==> config.mk <==
export PLATFORM = sky130hd
export DESIGN_NAME = jedro_1_operand_fetch
export DESIGN_NICKNAME = d
export VERILOG_FILES = /design/src/rtl/jedro_1_operand_fetch.sv
export SDC_FILE = /design/constraint.sdc
export NUM_CORES = 1
export LEC_CHECK = 0
export ABC_AREA = 0
export BUFFER_PORTS_ARGS = -buffer_cell sky130_fd_sc_hd__clkbuf_2
export CORE_ASPECT_RATIO = 0.75
export CORE_MARGIN = 1
export CORE_UTILIZATION = 32
export CTS_BUF_LIST = sky130_fd_sc_hd__clkbuf_4 sky130_fd_sc_hd__clkbuf_8
export CTS_CLUSTER_DIAMETER = 120
export CTS_CLUSTER_SIZE = 28
export DETAILED_ROUTE_END_ITERATION = 8
export HOLD_SLACK_MARGIN = 0.06
export MAX_ROUTING_LAYER = met4
export SETUP_SLACK_MARGIN = 0.2
export SLEW_MARGIN = 25
export SYNTH_ARGS = -nofsm -noshare
export SYNTH_HDL_FRONTEND = slang
export SYNTH_SLANG_ARGS = --single-unit
==> constraint.sdc <==
create_clock -name clk_i -period 4.2 [get_ports clk_i]
set_clock_uncertainty 0.05 [all_clocks]
set_input_delay 0.42 -clock clk_i [delete_from_list [all_inputs] [get_ports clk_i]]
set_output_delay 0.42 -clock clk_i [all_outputs]
set_load 0.1 [all_outputs]
==> src/rtl/jedro_1_operand_fetch.sv <==
// Operand fetch: register-file read/write port driver with a busy scoreboard,
// writeback forwarding, hazard stall and a registered execute slot.
module jedro_1_operand_fetch #(
    parameter int DATA_WIDTH = 32,
    parameter int ADDR_WIDTH = 5,
    parameter int CNT_WIDTH  = 16
) (
    input  logic                  clk_i,
    input  logic                  rst_i,

    input  logic                  iss_valid_i,
    output logic                  iss_ready_o,
    input  logic [ADDR_WIDTH-1:0] iss_rs1_i,
    input  logic [ADDR_WIDTH-1:0] iss_rs2_i,
    input  logic [ADDR_WIDTH-1:0] iss_rd_i,
    input  logic                  iss_rd_we_i,

    output logic [ADDR_WIDTH-1:0] rpa_addr_o,
    input  logic [DATA_WIDTH-1:0] rpa_data_i,
    output logic [ADDR_WIDTH-1:0] rpb_addr_o,
    input  logic [DATA_WIDTH-1:0] rpb_data_i,

    output logic [ADDR_WIDTH-1:0] wpc_addr_o,
    output logic [DATA_WIDTH-1:0] wpc_data_o,
    output logic                  wpc_we_o,

    input  logic                  wb_valid_i,
    input  logic [ADDR_WIDTH-1:0] wb_rd_i,
    input  logic [DATA_WIDTH-1:0] wb_data_i,

    output logic                  ex_valid_o,
    input  logic                  ex_ready_i,
    output logic [DATA_WIDTH-1:0] ex_op_a_o,
    output logic [DATA_WIDTH-1:0] ex_op_b_o,
    output logic [ADDR_WIDTH-1:0] ex_rd_o,
    output logic                  ex_rd_we_o,

    output logic [CNT_WIDTH-1:0]  stall_cnt_o
);

    localparam int NUM_REGS = 2 ** ADDR_WIDTH;

    logic [NUM_REGS-1:0]   r_busy;
    logic [NUM_REGS-1:0]   w_busy_nxt;
    logic                  r_ex_valid;
    logic [DATA_WIDTH-1:0] r_ex_op_a;
    logic [DATA_WIDTH-1:0] r_ex_op_b;
    logic [ADDR_WIDTH-1:0] r_ex_rd;
    logic                  r_ex_rd_we;
    logic [CNT_WIDTH-1:0]  r_stall_cnt;

    logic                  w_wb_hit_rs1;
    logic                  w_wb_hit_rs2;
    logic                  w_wb_hit_rd;
    logic                  w_blk_rs1;
    logic                  w_blk_rs2;
    logic                  w_blk_rd;
    logic                  w_hazard;
    logic                  w_slot_free;
    logic                  w_accept;
    logic                  w_stall;
    logic                  w_rd_set;
    logic [DATA_WIDTH-1:0] w_op_a;
    logic [DATA_WIDTH-1:0] w_op_b;

    assign rpa_addr_o = iss_rs1_i;
    assign rpb_addr_o = iss_rs2_i;

    // Write port is a pure pass-through; x0 writes are suppressed here.
    assign wpc_addr_o = wb_rd_i;
    assign wpc_data_o = wb_data_i;
    assign wpc_we_o   = wb_valid_i & (wb_rd_i != '0);

    assign w_wb_hit_rs1 = wb_valid_i & (wb_rd_i == iss_rs1_i);
    assign w_wb_hit_rs2 = wb_valid_i & (wb_rd_i == iss_rs2_i);
    assign w_wb_hit_rd  = wb_valid_i & (wb_rd_i == iss_rd_i);

    // A pending register is released in the same cycle its writeback arrives.
    assign w_blk_rs1 = r_busy[iss_rs1_i] & ~w_wb_hit_rs1;
    assign w_blk_rs2 = r_busy[iss_rs2_i] & ~w_wb_hit_rs2;
    assign w_blk_rd  = r_busy[iss_rd_i] & ~w_wb_hit_rd;

    assign w_hazard = w_blk_rs1 | w_blk_rs2
                    | (iss_rd_we_i & (iss_rd_i != '0) & w_blk_rd);

    assign w_slot_free = ~r_ex_valid | ex_ready_i;
    assign iss_ready_o = w_slot_free & ~w_hazard & ~rst_i;
    assign w_accept    = iss_valid_i & iss_ready_o;
    assign w_stall     = iss_valid_i & w_slot_free & w_hazard;
    assign w_rd_set    = w_accept & iss_rd_we_i & (iss_rd_i != '0);

    always_comb begin
        w_op_a = rpa_data_i;
        if (iss_rs1_i == '0) begin
            w_op_a = '0;
        end else if (w_wb_hit_rs1) begin
            w_op_a = wb_data_i;
        end
    end

    always_comb begin
        w_op_b = rpb_data_i;
        if (iss_rs2_i == '0) begin
            w_op_b = '0;
        end else if (w_wb_hit_rs2) begin
            w_op_b = wb_data_i;
        end
    end

    // Clear first so that a same-index set in this cycle takes priority.
    always_comb begin
        w_busy_nxt = r_busy;
        if (wb_valid_i) begin
            w_busy_nxt[wb_rd_i] = 1'b0;
        end
        if (w_rd_set) begin
            w_busy_nxt[iss_rd_i] = 1'b1;
        end
        w_busy_nxt[0] = 1'b0;
    end

    always_ff @(posedge clk_i or posedge rst_i) begin
        if (rst_i) begin
            r_busy <= '0;
        end else begin
            r_busy <= w_busy_nxt;
        end
    end

    always_ff @(posedge clk_i or posedge rst_i) begin
        if (rst_i) begin
            r_ex_valid <= 1'b0;
            r_ex_op_a  <= '0;
            r_ex_op_b  <= '0;
            r_ex_rd    <= '0;
            r_ex_rd_we <= 1'b0;
        end else if (w_accept) begin
            r_ex_valid <= 1'b1;
            r_ex_op_a  <= w_op_a;
            r_ex_op_b  <= w_op_b;
            r_ex_rd    <= iss_rd_i;
            r_ex_rd_we <= iss_rd_we_i;
        end else if (ex_ready_i) begin
            r_ex_valid <= 1'b0;
        end
    end

    always_ff @(posedge clk_i or posedge rst_i) begin
        if (rst_i) begin
            r_stall_cnt <= '0;
        end else if (w_stall && (r_stall_cnt != '1)) begin
            r_stall_cnt <= r_stall_cnt + CNT_WIDTH'(1);
        end
    end

    assign ex_valid_o  = r_ex_valid;
    assign ex_op_a_o   = r_ex_op_a;
    assign ex_op_b_o   = r_ex_op_b;
    assign ex_rd_o     = r_ex_rd;
    assign ex_rd_we_o  = r_ex_rd_we;
    assign stall_cnt_o = r_stall_cnt;

endmodule

==> results of run 1 <==
[sequential cells by signal, summed over array words and instances (netlist names)]
register	flops
ex_op_b_o	32
ex_op_a_o	32
stall_cnt_o	16
ex_valid_o	1
r_busy	31
ex_rd_we_o	1
ex_rd_o	5
[critical path, delay by kind of cell (launching register included)]
kind	cells	cell delay, ns
DFF	1	0.42
muxes	2	0.95
AOI/OAI and AO/OA	2	0.33
and+or+nand+nor	2	0.24
buffers and inverters	2	0.66
[metal layers]
layer	vias to the layer above	wire length, um
li1	2719	-
met1	2895	9875
met2	328	8899
met3	11	2225
met4	0	134
met5	-	0
[cell type report]
| type | instances | area [um^2] |
|---|---|---|
| repair buffers | 267 | 1389 |
| well taps | 294 | 367.9 |
| clock buffers | 19 | 255.2 |
| fillers | 2207 | 13290 |
| flip-flops and latches | 118 | 2953 |
| clock inverters | 13 | 172.7 |
| inverters | 6 | 26.28 |
| multi-input cells | 442 | 3779 |
[metrics by stage]
step	utilization, %	hold slack, ns
6_report	40.23	0.2724
5_1_grt	40.23	0.2353
3_3_place_gp	38.26	0.4179
2_1_floorplan	-	0.4566
4_1_cts	40.23	0.2341
3_5_place_dp	38.26	0.4110
[cells in the mapped netlist]
cell type	n
dfrtp_1	118
mux2i_1	81
nor2_1	77
mux2_4	48
buf_4	47
o31ai_1	32
o21ai_0	31
mux2_2	26
clkbuf_1	22
nand2_1	18
xnor2_1	18
mux4_2	16
nand3_1	14
xor2_1	12
buf_2	10
nand3b_1	10
nand4_1	9
buf_1	8
and3_1	7
buf_6	6
inv_1	6
or3_1	5
nor4_1	4
o22ai_1	4
a31oi_1	3
nor2b_1	3
a211o_1	2
a22oi_1	2
and2_1	2
nor3b_1	2
o22a_1	2
or3b_2	2
a211oi_1	1
a22o_1	1
a311oi_1	1
and2_0	1
and4_1	1
ha_1	1
nand2b_1	1
nor3_1	1
nor4b_1	1
o2bb2ai_1	1
o31a_1	1
or3b_1	1
[cell families (layout without fill, tap and decap cells)]
logic type | count (synthesis) | count (layout) | share of synthesized area (%)
muxes | 171 | 171 | 29.86
and+or+nand+nor | 159 | 159 | 10.47
DFF | 118 | 118 | 40.36
buffers and inverters | 99 | 305 | 8.278
AOI/OAI and AO/OA | 81 | 81 | 7.269
xor gates and xnor gates | 30 | 30 | 3.592
adders and majority gates | 1 | 1 | 0.1710
[how the worst max path moves through the flow]
stage	cells past startpoint	slack [ns]	to	startpoint
floorplan	9	0.48	iss_ready_o	iss_rd_i[1]
global placement	9	0.64	ex_op_a_o[10]	iss_rs2_i[1]
detailed placement	9	0.57	ex_op_a_o[13]	iss_rd_i[1]
CTS	8	0.64	iss_ready_o	r_busy[23]
global route	8	0.51	iss_ready_o	r_busy[28]
finish	8	0.68	iss_ready_o	r_busy[23]
[power breakdown]
| part | internal (mW) | switching (mW) | total, mW |
|---|---|---|---|
| Combinational | 0.559 | 2.32 | 2.88 |
| Clock | 0.616 | 0.524 | 1.14 |
| Sequential | 1.39 | 0.184 | 1.57 |
[timing repair]
item                                   CTS  global route
resized for setup                        0             0
hold buffers                             1             0
endpoints found under the hold margin   11             0
==> run summary, run 1 <==
power density over the cells: 625.2 nW/um^2
layout cells sized above 1: 45.90%
Cells after Synth: 659
initial antenna violation count: 0
YS warnings: 0
Vias: 5,953
Final Cell Area: 8942 um^2
# IOs: 258
CTS tree: yes
Core Region: 22,230 um^2
final setup vio count: 0
fin nets: 975
CP max stage delay: 0.49 ns
Leakage: 4.239 nW
most area-consuming cells after synthesis: dfrtp_1 (40%), mux2i_1 (11%), mux2_4 (9.9%)
Finished Layout Cells: 1,159
dpl ws: 0.5658 ns
Synth top area share: 40.36%
most common cell after layout, fill and taps aside: clkbuf_2
RSZ-0062 raised after global routing: false
DR WL/cell: 18.24 um
CTS max path bufs: 2
Slew Limit Fails: 0
Reg2Reg Setup Slack: 0.96 ns
Horiz. Die Dim: 176.6 um
Min-Delay Path Class: primary input to register
DPL Wire Length: 15,250 um
Max Clock Freq: 0.2844 GHz
Post-Synthesis Cell Area: 7316 um^2
Final Power: 5.591 mW
CTS Buf Count: 17
most frequent cells in the layout: clkbuf_2 (257), dfrtp_1 (118), mux2i_1 (81)
r2r worst-path depth: 8
drc violations: 0
H-tree depth: 4
RR Startpoint: r_busy[23]
Crit. End Element: output pin
CTS clock-pin slew for the worst setup and hold paths: 0.08 ns
total gr overflow: 0
first-pass GRT wire length: 32,660 um
Fin Setup TNS: 0 ns
die height: 132.9 um
met1 Track Usage GR: 26.95%
MaxCap Viol Count: 0
met2 usage: 25.36%
vias per inst: 5.136
CP arrival: 3.05 ns
Ant. Diodes: 0
post-CTS setup buffers: 0
Max IR drop VDD: 0.4121 mV
Slew HR: 41.29%
hold path start: iss_rd_we_i
Critical Path RT: 3.73 ns
WS Path Type: register to output pin
Buffers on Ports: 257
TritonRoute pass-1 iters: 5
most used cell, CP: mux4_2
Cell variety after synth: 44
worst hold stages: 2
area grow syn2layout: 22.23%
startpoint types: register
crit-path max FO: 16
Setup WS post-layout: 0.6835 ns
gpl congestion: 0.9086
Syn Nets: 782
Final Critical Period: 3.517 ns
dpl cell area: 8504 um^2
final hold viol count: 0
Num Clock Sinks: 118
Mean Syn Cell Area: 11.10 um^2
post-synthesis sequential area ratio: 40.36%
WHS Endpoint: ex_rd_we_o
total track usage: 18.77%
row cnt: 47
CTS Root Buffer Type: clkbuf_8
slowest CP cell: mux4_2
GR Util met3: 6.149%
drt initial violations: 383
pin count of the biggest net entering global routing: 67
outcome: complete, no violations
period utilization: 83.73%
clock latency on the worst-skew pair: 0.44 ns
worst r2r dst: ex_op_b_o[17]
Yosys reg bits: 118
Die ar.: 23,480 um^2
Worst-Margin Slew: 0.8806 ns
GR peak layer: met1
vias in the first global route: 5,631
final WL: 21,140 um
post-synthesis cell type with the largest combined area: dfrtp_1
Final ANT Viol Nets: 0
starting density of the core: 32.91%
Placed Cells: 1,126
crit-path cells: mux4_2 -> mux4_2 -> nor2b_1 -> a211oi_1 -> a211o_1 -> buf_4 -> nor2_2 -> clkbuf_2
Power figures use the tool's default switching activity.
==> run 2: changes to the inputs <==
==> constraint.sdc (replaced) <==
create_clock -name clk_i -period 3.25 [get_ports clk_i]
set_clock_uncertainty 0.05 [all_clocks]
set_input_delay 0.325 -clock clk_i [delete_from_list [all_inputs] [get_ports clk_i]]
set_output_delay 0.325 -clock clk_i [all_outputs]
set_load 0.1 [all_outputs]
==> run 2 against run 1 <==
Wire length rose by 15%. Total power rose by 33%. Sequential share of layout area fell by 3.6 points. Non-clock buffer count rose by 43. Register-to-register slack got worse by 0.95 ns. Utilization rose by 5.0 points. Cell count rose by 3.7%. Worst hold slack got worse by 0.17 ns. Combinational power rose by 36%. First-iteration DRC count fell by 7.6%. Via count rose by 3.2%. Critical path type is now register to register. Largest cell class unchanged. Largest power group unchanged.
==> run summary, run 2 (synthesis gave the netlist of run 1 again) <==
M1 wire length: 11,240 um
Crit. End Element: register
Final Critical Period: 3.243 ns
Max IR drop VDD: 0.7202 mV
most frequent cells in the layout: clkbuf_2 (256), dfrtp_1 (118), mux2i_1 (81)
crit-path max FO: 8
slowest CP cell: mux4_2
period utilization: 99.79%
starting density of the core: 32.91%
fin nets: 1,018
row cnt: 47
Die ar.: 23,480 um^2
Max Clock Freq: 0.3083 GHz
total gr overflow: 0
drc violations: 0
CP max stage delay: 0.49 ns
final WL: 24,400 um
CP arrival: 3.52 ns
Worst-Margin Slew: 1.054 ns
Crit path max-delay family: multiplexers
outcome: complete, no violations
r2r worst-path depth: 9
final setup vio count: 0
MaxCap Viol Count: 0
Setup crit start: r_busy[31]
first-pass GRT wire length: 35,030 um
dpl cell area: 8682 um^2
DPL Wire Length: 16,460 um
power density over the cells: 740.7 nW/um^2
total track usage: 20.35%
Critical Path Stages: 9
clock latency on the worst-skew pair: 0.44 ns
TritonRoute pass-1 iters: 4
vias in the first global route: 5,908
pin count of the biggest net entering global routing: 119
vias per inst: 5.111
# IOs: 258
drt initial violations: 354
DR WL/cell: 20.30 um
Final ANT Viol Nets: 0
Slew HR: 29.52%
H-tree depth: 4
WL met2: 11,150 um
final hold viol count: 0
RR Startpoint: r_busy[31]
register area: 2953 um^2
CTS Buf Count: 17
Horiz. Die Dim: 176.6 um
CP bufs+invs: 2
CTS clock-pin slew for the worst setup and hold paths: 0.08 ns
WS Path Type: register to register
Vias: 6,143
CTS Root Buffer Type: clkbuf_8
most common cell after layout, fill and taps aside: clkbuf_2
area grow syn2layout: 37.28%
gpl congestion: 0.8929
RSZ-0062 raised after global routing: true
Slew Limit Fails: 0
layout cells sized above 1: 52.31%
Critical Path RT: 3.53 ns
Finished Layout Cells: 1,202
most used cell, CP: mux4_2
Leakage: 4.703 nW
Core Region: 22,230 um^2
initial antenna violation count: 0
FILL cells: 2,107
Ant. Diodes: 0
Num Clock Sinks: 118
met3 WL: 1737 um
startpoint types: register
Top Metal Used: met4
Min-Delay Path Class: primary input to asynchronous set/reset pin
crit-path cells: mux4_2 -> mux4_2 -> nor2b_2 -> a211oi_2 -> a211o_1 -> or3_4 -> buf_12 -> clkbuf_16 -> mux2_4
Final Cell Area: 10,040 um^2
Hold WS: 0.1044 ns
die height: 132.9 um
CTS tree: yes
Placed Cells: 1,142
CTS max path bufs: 2
area occupied by multi-input gates: 4247 um^2
Buffers on Ports: 257
==> run 2: cell types whose count changed in the layout (fill, tap and decap cells not counted), sizes merged <==
cell | before | now
dlygate4sd3 | 1 | 0
clkinv | 4 | 3
buf | 9 | 48
inv | 7 | 9
clkbuf | 276 | 281
clkinvlp | 5 | 4
==> run 2: layout make-up <==
class                           count  area share [%]
Clock buffer                       19           2.604
Sequential cell                   118           29.40
Multi-Input combinational cell    442           42.28
Tap cell                          294           3.663
Clock inverter                     13           1.694
Timing Repair Buffer              310           20.09
Inverter                            6          0.2616
==> run 2: path summary, 6_finish.rpt <==
kind                                        to  slack (ns)
worst max-delay path             ex_op_a_o[26]       0.007
worst min-delay path                ex_valid_o        0.10
worst max register to register   ex_op_a_o[26]       0.007
worst min register to register  stall_cnt_o[8]        0.46
max in group asynchronous         ex_op_b_o[3]        2.56
min in group clk_i               ex_op_b_o[14]        0.20
==> run 2: per-stage QoR <==
stage / setup WS [ns] / TNS (ns) / power [mW] / utilization [%]
3_3_place_gp: 0.04394 / 0 / 5.799 / 39.06
4_1_cts: 0.06566 / 0 / 7.350 / 41.68
3_5_place_dp: -0.001720 / -0.001720 / 5.823 / 39.06
6_report: 0.006731 / 0 / 7.439 / 45.18
5_1_grt: -0.03613 / -0.4901 / 7.705 / 45.18
2_1_floorplan: 0.2029 / 0 / 5.174 / -
==> run 2: routing by layer <==
metal / vias up / track usage (%)
met5: - / -
met4: 0 / 4.071
met3: 21 / 4.885
met2: 266 / 29.63
met1: 3044 / 28.57
li1: 2812 / -
==> run 2: timing repair <==
item | 4_1_cts | 5_1_grt
cloned | 2 | 8
hold buffers | 0 | 0
endpoints found under the setup margin | 43 | 102
setup buffers | 9 | 9
gates resized for setup | 6 | 83
hold endpoints to repair | 0 | 0
pin swaps | 2 | 23
==> run 2: worst min-delay path, cell delays in order <==
cell        delay (ns)
clkbuf_2          0.14
clkinvlp_4        0.11
buf_12            0.49
==> run 2: power breakdown <==
group / internal (mW) / leakage [nW] / switching [mW]
clock network: 0.810 / 0.210 / 0.669
registers: 1.79 / 1.49 / 0.241
logic: 0.834 / 3.00 / 3.09
total: 3.44 / 4.70 / 4.00
==> run 3: changes to the inputs <==
==> constraint.sdc (replaced) <==
create_clock -name clk_i -period 3.5 [get_ports clk_i]
set_clock_uncertainty 0.05 [all_clocks]
set_input_delay 0.35 -clock clk_i [delete_from_list [all_inputs] [get_ports clk_i]]
set_output_delay 0.35 -clock clk_i [all_outputs]
set_load 0.1 [all_outputs]
==> run 3 against run 2 <==
Sequential share of layout area rose by 3.2 points. Setup slack better by 0.26 ns. Non-clock buffer count decreased by 33. Wire length is 13% lower. Die area stayed put. First-iteration DRC count increased by 26%. Register-to-register slack better by 0.30 ns. Highest routed layer unchanged. Design area fell by 9.6%. Largest power group unchanged. Clock power about the same. Global-route usage shrank 1.6 points.
==> run summary, run 3 (synthesis gave the netlist of run 1 again) <==
Slew Limit Fails: 0
Slew HR: 49.46%
period utilization: 92.42%
Die ar.: 23,480 um^2
first-pass GRT wire length: 32,750 um
Final Cell Area: 9077 um^2
MaxCap Viol Count: 0
dpl ws: 0.2511 ns
dpl cell area: 8562 um^2
Buffers on Ports: 257
drt initial violations: 446
layout cells sized above 1: 46.97%
startpoint types: register
pin count of the biggest net entering global routing: 62
Ant. Diodes: 0
Critical Path RT: 3.10 ns
Final Power: 6.808 mW
most common cell after layout, fill and taps aside: clkbuf_2
Core Region: 22,230 um^2
Finished Layout Cells: 1,169
Max IR drop VDD: 0.5566 mV
CTS max path bufs: 2
Fin Setup TNS: 0 ns
Hold WS: 0.1886 ns
Placed Cells: 1,131
# IOs: 258
RSZ-0062 raised after global routing: false
most frequent cells in the layout: clkbuf_2 (256), dfrtp_1 (116), mux2i_1 (81)
clock latency on the worst-skew pair: 0.44 ns
fin nets: 985
starting density of the core: 32.91%
total track usage: 18.76%
Worst-Margin Slew: 0.7564 ns
DPL Wire Length: 15,060 um
total gr overflow: 0
Vias: 5,987
vias in the first global route: 5,722
Min-Delay Path Class: primary input to register
drc violations: 0
area grow syn2layout: 24.08%
Crit. End Element: output pin
final setup vio count: 0
Max Clock Freq: 0.3092 GHz
outcome: complete, no violations
final WL: 21,170 um
CTS tree: yes
Final Util: 40.84%
initial antenna violation count: 0
die height: 132.9 um
power density over the cells: 750.0 nW/um^2
vias per inst: 5.121
Horiz. Die Dim: 176.6 um
CTS Root Buffer Type: clkbuf_8
Final Critical Period: 3.235 ns
CP arrival: 2.83 ns
CTS clock-pin slew for the worst setup and hold paths: 0.08 ns
Setup WS post-layout: 0.2654 ns
TritonRoute pass-1 iters: 5
gpl congestion: 0.9372
row cnt: 47
WS Path Type: register to output pin
H-tree depth: 4
FILL cells: 2,220
DR WL/cell: 18.11 um
final hold viol count: 0
Leakage: 4.308 nW
crit-path max FO: 4
Final ANT Viol Nets: 0
CTS Buf Count: 17
Num Clock Sinks: 118
run 3: worst max-delay path, stage by stage, from the launching register on:
cell and delay [ns]:
dfrtp_1 0.44, mux4_2 0.49, mux4_2 0.48, nor2b_2 0.14, a211oi_2 0.06, a211o_1 0.37, buf_8 0.16, nor2_4 0.09
buf_12 0.18
run 3: area by class of cell:
type / instances / area, um^2 / share of cell area, %
clock buffers: 19 / 255.2 / 2.812
flip-flops and latches: 118 / 2955 / 32.56
inverters: 6 / 26.28 / 0.2895
multi-input cells: 442 / 3791 / 41.76
well taps: 294 / 367.9 / 4.052
clock inverters: 13 / 195.2 / 2.150
repair buffers: 277 / 1486 / 16.37
run 3: path summary, 6_finish.rpt:
| path | from | to | slack (ns) | cells past startpoint |
|---|---|---|---|---|
| max in group asynchronous | rst_i | ex_op_b_o[20] | 1.77 | 4 |
| min | ex_ready_i | ex_valid_o | 0.19 | 3 |
| max | r_busy[23] | iss_ready_o | 0.27 | 8 |
| min in group asynchronous | rst_i | stall_cnt_o[1] | 0.56 | 3 |
| max reg2reg | r_busy[23] | ex_op_a_o[24] | 0.31 | 8 |
| min reg2reg | stall_cnt_o[6] | stall_cnt_o[6] | 0.45 | 1 |
run 3: power breakdown:
part           leakage (nW)  switching [mW]  internal, mW
clock network         0.217           0.636         0.814
registers              1.49           0.217          1.66
logic                  2.60            2.79         0.688
run 3: layer usage:
layer / vias to the layer above / share of wire, % / GRT usage (%) / routed length [um]
li1: 2733 / - / - / -
met1: 2907 / 45 / 26.09 / 9599
met2: 334 / 44 / 26.51 / 9358
met3: 13 / 9.8 / 5.805 / 2064
met4: 0 / 0.68 / 4.071 / 144
met5: - / 0 / - / 0
run 3: timing repair:
| action | CTS | global route |
|---|---|---|
| buffers inserted | 0 | 5 |
| pin swaps | 0 | 3 |
| gates resized for setup | 1 | 5 |
| gates cloned | 0 | 0 |
| hold buffers | 1 | 0 |
| hold endpoints to repair | 30 | 0 |
| setup endpoints to repair | 1 | 1 |
